==> src/rtl/cart_dma_ctrl_if.sv <==
// Bus bundle for cart_dma_ctrl: CPU bus, cartridge bus and OAM write port.
// slave is the DMA controller's view, master is the surrounding system's view.
interface cart_dma_ctrl_if;
   logic [15:0] cpu_addr;
   logic        cpu_rd;
   logic        cpu_wr;
   logic [7:0]  cpu_wdata;
   logic [7:0]  cpu_rdata;
   logic [15:0] CART_ADDR;
   logic        CART_RD;
   logic        CART_WR;
   logic [7:0]  CART_DATA_out;
   logic [7:0]  CART_DATA_in;
   logic [7:0]  oam_addr;
   logic [7:0]  oam_wdata;
   logic        oam_we;
   logic        dma_active;

   modport slave (
      input  cpu_addr, cpu_rd, cpu_wr, cpu_wdata, CART_DATA_in,
      output cpu_rdata, CART_ADDR, CART_RD, CART_WR, CART_DATA_out,
      output oam_addr, oam_wdata, oam_we, dma_active
   );

   modport master (
      output cpu_addr, cpu_rd, cpu_wr, cpu_wdata, CART_DATA_in,
      input  cpu_rdata, CART_ADDR, CART_RD, CART_WR, CART_DATA_out,
      input  oam_addr, oam_wdata, oam_we, dma_active
   );
endinterface

==> src/rtl/cart_dma_ctrl.sv <==
// OAM DMA engine: copies DMA_LEN bytes from page src_hi of the cartridge bus into OAM.
// Build macro CART_DMA_CPU_BLOCK_EN locks the CPU out during a transfer instead of cycle stealing.
module cart_dma_ctrl #(
   parameter int DMA_LEN = 160,
   parameter int RD_LAT  = 1
) (
   input logic            clk,
   input logic            rst,
   cart_dma_ctrl_if.slave bus
);

   localparam logic [2:0]  IDLE  = 3'd0;
   localparam logic [2:0]  START = 3'd1;
   localparam logic [2:0]  READ  = 3'd2;
   localparam logic [2:0]  WAIT  = 3'd3;
   localparam logic [2:0]  WRITE = 3'd4;

   localparam logic [15:0] DMA_REG   = 16'hFF46;
   localparam logic [15:0] HRAM_BASE = 16'hFF80;
   localparam logic [8:0]  LEN_FULL  = 9'(DMA_LEN);
   // DMA_LEN=256 truncates to 0, so the transfer ends when idx wraps.
   localparam logic [7:0]  LEN_END   = LEN_FULL[7:0];
   localparam logic [1:0]  WAIT_LAST = 2'((RD_LAT > 1) ? (RD_LAT - 2) : 0);

   logic [2:0] state;
   logic [2:0] state_nxt_s;
   logic [7:0] src_hi;
   logic [7:0] src_nxt_s;
   logic [7:0] idx;
   logic [7:0] idx_nxt_s;
   logic [7:0] idx_inc_s;
   logic [1:0] wait_cnt_r;
   logic [1:0] wait_nxt_s;
   logic       ff46_wr_s;
   logic       active_s;
   logic       steal_s;
   logic       locked_s;

   // Decode the DMA register write and who owns the bus this cycle.
   always_comb begin
      ff46_wr_s = bus.cpu_wr && (bus.cpu_addr == DMA_REG);
      active_s  = (state != IDLE);
      idx_inc_s = idx + 8'd1;
      if (bus.cpu_wdata > 8'hDF) begin
         src_nxt_s = bus.cpu_wdata - 8'h20;
      end else begin
         src_nxt_s = bus.cpu_wdata;
      end
`ifdef CART_DMA_CPU_BLOCK_EN
      steal_s  = 1'b0;
      locked_s = active_s && (bus.cpu_addr < HRAM_BASE) && !ff46_wr_s;
`else
      steal_s  = active_s && (bus.cpu_rd || bus.cpu_wr);
      locked_s = 1'b0;
`endif
   end

   // Next-state logic; a CPU-stolen cycle parks the FSM in READ so the byte is reissued.
   always_comb begin
      state_nxt_s = state;
      idx_nxt_s   = idx;
      wait_nxt_s  = wait_cnt_r;
      if (ff46_wr_s) begin
         state_nxt_s = START;
         idx_nxt_s   = 8'd0;
         wait_nxt_s  = 2'd0;
      end else if (steal_s) begin
         state_nxt_s = READ;
         wait_nxt_s  = 2'd0;
      end else begin
         case (state)
            IDLE:  state_nxt_s = IDLE;
            START: state_nxt_s = READ;
            READ: begin
               wait_nxt_s = 2'd0;
               if (RD_LAT == 1) begin
                  state_nxt_s = WRITE;
               end else begin
                  state_nxt_s = WAIT;
               end
            end
            WAIT: begin
               if (wait_cnt_r == WAIT_LAST) begin
                  state_nxt_s = WRITE;
               end else begin
                  wait_nxt_s = wait_cnt_r + 2'd1;
               end
            end
            WRITE: begin
               idx_nxt_s = idx_inc_s;
               if (idx_inc_s == LEN_END) begin
                  state_nxt_s = IDLE;
               end else begin
                  state_nxt_s = READ;
               end
            end
            default: state_nxt_s = IDLE;
         endcase
      end
   end

   // State, counter and source page registers with synchronous active-low reset.
   always_ff @(posedge clk) begin
      if (!rst) begin
         state      <= IDLE;
         idx        <= 8'd0;
         src_hi     <= 8'd0;
         wait_cnt_r <= 2'd0;
      end else begin
         state      <= state_nxt_s;
         idx        <= idx_nxt_s;
         wait_cnt_r <= wait_nxt_s;
         if (ff46_wr_s) begin
            src_hi <= src_nxt_s;
         end else begin
            src_hi <= src_hi;
         end
      end
   end

   // Bus muxing: transparent when idle or when the CPU steals the cycle, DMA-driven otherwise.
   always_comb begin
      bus.dma_active    = active_s;
      bus.CART_ADDR     = bus.cpu_addr;
      bus.CART_RD       = bus.cpu_rd;
      bus.CART_WR       = bus.cpu_wr;
      bus.CART_DATA_out = bus.cpu_wdata;
      bus.cpu_rdata     = bus.CART_DATA_in;
      bus.oam_we        = 1'b0;
      bus.oam_addr      = 8'd0;
      bus.oam_wdata     = 8'd0;
      if (active_s && !steal_s) begin
         bus.CART_ADDR     = {src_hi, idx};
         bus.CART_RD       = (state == READ);
         bus.CART_WR       = 1'b0;
         bus.CART_DATA_out = 8'h00;
         if (locked_s) begin
            bus.cpu_rdata = 8'hFF;
         end else begin
            bus.cpu_rdata = bus.CART_DATA_in;
         end
         // A restart write on the final cycle of a byte must not commit the stale byte.
         if ((state == WRITE) && !ff46_wr_s) begin
            bus.oam_we    = 1'b1;
            bus.oam_addr  = idx;
            bus.oam_wdata = bus.CART_DATA_in;
         end else begin
            bus.oam_we    = 1'b0;
         end
      end else begin
         bus.oam_we = 1'b0;
      end
   end

endmodule

==> src/flat_wrapper.sv <==
// flat-port wrapper written by rule: the top's interface ports become plain ports
module cart_dma_ctrl_flat 
#(
   parameter int DMA_LEN = 160,
   parameter int RD_LAT  = 1
)
  (clk, rst, bus_cpu_addr, bus_cpu_rd, bus_cpu_wr, bus_cpu_wdata, bus_CART_DATA_in, bus_cpu_rdata, bus_CART_ADDR, bus_CART_RD, bus_CART_WR, bus_CART_DATA_out, bus_oam_addr, bus_oam_wdata, bus_oam_we, bus_dma_active);
  cart_dma_ctrl_if bus_i ();
  input logic clk;
  input logic rst;
  input wire logic [$bits(bus_i.cpu_addr)-1:0] bus_cpu_addr;
  input wire logic [$bits(bus_i.cpu_rd)-1:0] bus_cpu_rd;
  input wire logic [$bits(bus_i.cpu_wr)-1:0] bus_cpu_wr;
  input wire logic [$bits(bus_i.cpu_wdata)-1:0] bus_cpu_wdata;
  input wire logic [$bits(bus_i.CART_DATA_in)-1:0] bus_CART_DATA_in;
  output wire logic [$bits(bus_i.cpu_rdata)-1:0] bus_cpu_rdata;
  output wire logic [$bits(bus_i.CART_ADDR)-1:0] bus_CART_ADDR;
  output wire logic [$bits(bus_i.CART_RD)-1:0] bus_CART_RD;
  output wire logic [$bits(bus_i.CART_WR)-1:0] bus_CART_WR;
  output wire logic [$bits(bus_i.CART_DATA_out)-1:0] bus_CART_DATA_out;
  output wire logic [$bits(bus_i.oam_addr)-1:0] bus_oam_addr;
  output wire logic [$bits(bus_i.oam_wdata)-1:0] bus_oam_wdata;
  output wire logic [$bits(bus_i.oam_we)-1:0] bus_oam_we;
  output wire logic [$bits(bus_i.dma_active)-1:0] bus_dma_active;
  assign bus_i.cpu_addr = bus_cpu_addr;
  assign bus_i.cpu_rd = bus_cpu_rd;
  assign bus_i.cpu_wr = bus_cpu_wr;
  assign bus_i.cpu_wdata = bus_cpu_wdata;
  assign bus_i.CART_DATA_in = bus_CART_DATA_in;
  assign bus_cpu_rdata = bus_i.cpu_rdata;
  assign bus_CART_ADDR = bus_i.CART_ADDR;
  assign bus_CART_RD = bus_i.CART_RD;
  assign bus_CART_WR = bus_i.CART_WR;
  assign bus_CART_DATA_out = bus_i.CART_DATA_out;
  assign bus_oam_addr = bus_i.oam_addr;
  assign bus_oam_wdata = bus_i.oam_wdata;
  assign bus_oam_we = bus_i.oam_we;
  assign bus_dma_active = bus_i.dma_active;
  cart_dma_ctrl #(.DMA_LEN(DMA_LEN), .RD_LAT(RD_LAT)) u_core (.clk(clk), .rst(rst), .bus(bus_i));
endmodule
==> config.mk <==
export PLATFORM = sky130hd
export DESIGN_NAME = cart_dma_ctrl_flat
export DESIGN_NICKNAME = d
export VERILOG_FILES = /design/src/rtl/cart_dma_ctrl_if.sv /design/src/rtl/cart_dma_ctrl.sv /design/src/flat_wrapper.sv
export SDC_FILE = /design/constraint.sdc
export NUM_CORES = 1
export LEC_CHECK = 0
export ABC_AREA = 1
export CORE_MARGIN = 2
export CORE_UTILIZATION = 35
export DETAILED_ROUTE_END_ITERATION = 8
export HOLD_SLACK_MARGIN = 0.12
export PLACE_DENSITY = 0.77
export SLEW_MARGIN = 20
export SYNTH_ARGS = -nofsm -noshare
export SYNTH_HDL_FRONTEND = slang
export SYNTH_SLANG_ARGS = --single-unit
==> constraint.sdc <==
create_clock -name clk -period 1.2 [get_ports clk]
set_input_delay 0.24 -clock clk [delete_from_list [all_inputs] [get_ports clk]]
set_output_delay 0.24 -clock clk [all_outputs]
set_load 0.005 [all_outputs]
==> implementation parameters <==
Parameter                              Value

Timing
  Worst Max-Slew Pin Slew ... approximately 0.42 ns
  Fmax achieved ... approximately 570 MHz
  TNS Setup ... -23.02 ns
  Worst clock skew ... about 0.0092 ns
  Number of max-slew violations in the final report ... 0
  Worst hold slack after final layout ... about 0.47 ns
  Minimum clock period after layout ... roughly 1.7 ns
  RSZ-0062 raised after global routing ... true
  Final Setup Violations ... 54
  Final worst-path cycle share ... 1.45
  Final count of hold timing violations ... 0
  Max transition margin ... 0.717
  Post-route setup slack ... -0.541 ns

Worst setup path
  Startpoint-to-endpoint class of the critical path ... flip-flop to primary output
  Crit path arrival time ... ~1.5 ns
  Worst endpoint required time ... between 0.9 and 1 ns
  Crit end category ... primary output
  Worst reg2reg path endpoint ... u_core.idx[5]
  Length in cells of the worst reg-to-reg path ... 9
  Crit Path Max Fanout ... 8
  CP startpoint kind ... flip-flop
  Flop-to-flop setup slack ... -0.35 ns
  Critical path startpoint ... u_core.state[0]
  Worst flop-to-flop path startpoint ... u_core.state[2]

Die
  Overall die height ... 70.4 um
  Number of top-level pins ... 88
  Die footprint ... between 4000 and 5000 um^2
  Horizontal die dimension ... between 70 and 80 um
  Total core area ... 4290 um^2
  Number of standard-cell rows in the floorplan ... 24
  Initial core utilization ... 0.360

Finish
  Fill cells ... approximately 320
  Number of antenna diodes ... 0
  Share of final-layout standard cells stronger than drive strength 1 ... 0.533
  Area delta synth->final ... 106%
  Final layout net count ... ~440

Synthesis
  Post-Syn Area ... about 1500 um^2
  Cells after Synth ... 255
  Count of different cell masters after synthesis ... 29
  Most area-consuming cells after synthesis ... dfxtp_1 (27%), nand2_1 (18%), inv_1 (10%)
  Nets in the synthesized netlist ... between 200 and 300
  Ranking of synthesized cells by instance count ... nand2_1 (75), inv_1 (43), nor2_1 (30)
  Async set-reset flop share out of synthesis ... 0
  Syn. warnings ... 0
  Most repeated cell in the gate-level netlist after synthesis ... nand2_1
  Fraction of the yosys area taken by sequential cells ... 0.272
  Number of flops mapped to enable cells by yosys ... 0
  Number of synthesized register bits ... 21
  Post-synth top area share ... 0.272
  Dominant register cell in the synthesized netlist ... dfxtp_1
  Synth Area per Inst ... between 6 and 7 um^2
  Library cell with the largest summed area after synthesis ... dfxtp_1

CTS
  # clock sinks ... 21
  CTS tree ... built
  Reg clk slew, reported paths ... around 0.090 ns
  Hold-fix buffers at CTS ... 0
  Clock latency at the later pin of the worst-skew pair ... around 0.27 ns
  Deepest clock path buffer count ... 2
  Number of H-tree levels ... 1
  Cell chosen for the clock root ... clkbuf_8
  TritonCTS buffer count ... 3

Detailed routing
  Drt wl/cell ... about 14 um
  Via-to-Cell Ratio ... around 4.8
  Count of routing violations after the opening detailed-route iteration ... around 120
  Total detailed-routing wirelength ... between 6000 and 7000 um
  Antenna-violating nets left ... 0
  Post-detailed-route DRC marker count ... 0
  Via total after detailed routing ... around 2.2k
  Number of iterations in the first detailed-routing pass ... 4

GRT
  Maximum number of pins on one net before global-route repair ... 13
  Number of antenna violations at the first check in global routing ... 0
  Vias in the first global route ... ~2.1k
  GRT Util Overall ... 0.226
  Wire length of the first global-routing pass ... 9180 um
  GRT Residual Overflow ... 0

Job
  Max-cap check violation count ... 0

Place
  Placed wire-length estimate after detailed placement ... 3910 um
  Worst-case setup slack after placement ... -0.893 ns
  Port-buffer cells ... slightly below 90
  Final Wtd Congestion ... 0.884

Power and ir drop
  Static leakage power ... between 1.5 and 2 nW
  Power Total ... roughly 0.0016 W
  Maximum VDD drop ... 395 uV
  Pwr/cell area ... 489 nW/um^2

Worst hold path
  Class of the tightest hold or removal check ... flip-flop to flip-flop
  WHS Path Cells ... 2
  Hold wc startpoint ... u_core.src_hi[7]
  Terminating pin of the worst hold path ... u_core.src_hi[7]

Run status
  Failing checks ... negative setup slack
  Status ... finished, violations left
==> final cells by class <==
cell class | instances | area [um^2] | share of cell area
timing repair buffer | 155 | 1300 | 0.407
multi-input combinational | 171 | 1140 | 0.359
sequential | 21 | 434 | 0.136
inverter | 48 | 190 | 0.0597
tap | 52 | 65.1 | 0.0204
clock buffer | 3 | 41.3 | 0.0130
timing repair inverter | 1 | 8.76 | 0.00275
clock inverter | 1 | 5.00 | 0.00157
==> metrics by stage <==
step           cell area (um^2)   util  instances
2_1_floorplan              1560      -        255
3_3_place_gp               2770  0.646        429
3_5_place_dp               2770  0.646        429
4_1_cts                    2960  0.689        450
5_1_grt                    3190  0.742        452
6_report                   3190  0.742        452
==> how the worst max path moves through the flow <==
stage / cells past startpoint / slack, ns / endpoint
floorplan: 5 / -0.008 / bus_CART_ADDR[6]
global placement: 6 / -0.86 / bus_CART_ADDR[7]
detailed placement: 7 / -0.89 / bus_oam_addr[3]
CTS: 9 / -0.53 / bus_CART_ADDR[2]
global route: 9 / -0.61 / bus_CART_ADDR[4]
finish: 9 / -0.54 / bus_CART_ADDR[4]
==> where the power goes <==
group	switching [W]	internal [W]	total [W]
registers	0.0000000869	0.000689	0.000689
logic	0.000162	0.000218	0.000380
clock network	0.000257	0.000232	0.000489
==> registers in the layout, summed over array words and instances, names as in the netlist <==
signal,flops
u_core.state,3
u_core.idx,8
u_core.src_hi,8
u_core.wait_cnt_r,2
==> metal layers <==
layer / share of wire / global-route usage
met1: 0.36 / 0.249
met2: 0.55 / 0.429
met3: 0.075 / 0.0505
met4: 0.020 / 0.0641
met5: 0 / 0
==> what timing repair did <==
| action | CTS | global route |
|---|---|---|
| buffers inserted | 13 | 9 |
| endpoints found under the setup margin | 73 | 69 |
| gates resized for setup | 266 | 98 |
| gates cloned | 4 | 0 |
| pin swaps | 22 | 29 |
==> worst max-delay path, stage by stage, from the launching register on <==
cell	delay, ns
dfxtp_4	0.38
nor2_4	0.11
nand2_2	0.08
nand2_4	0.09
buf_12	0.11
buf_12	0.10
buf_12	0.13
nand2_2	0.05
o21ai_1	0.06
buf_2	0.12
==> placed cells by master, fill, tap and decap left out, types with 3 or more instances in the layout <==
master / instances
nand2_1: 51
buf_4: 45
buf_2: 41
inv_1: 40
nand2_2: 22
nor2_4: 16
dlygate4sd2_1: 16
dfxtp_1: 16
buf_6: 15
clkdlybuf4s50_1: 12
o21ai_1: 10
nor2_2: 9
clkdlybuf4s15_1: 9
nor2_1: 8
o21ai_2: 7
inv_2: 6
nand3_1: 6
nand2_4: 5
a21oi_1: 5
clkbuf_2: 5
buf_12: 5
nand3_2: 4
a21oi_2: 4
buf_8: 4
nand4_1: 3
ha_1: 3
clkbuf_8: 3
dfxtp_4: 3
==> cells by family after synthesis <==
family,Yosys count,synth area share
flops,21,0.272
simple gates,133,0.376
fa+ha+maj,4,0.0324
compound gates,33,0.126
xor+xnor,1,0.00567
buf+inv,63,0.188
(Power assumes the default switching activity.)
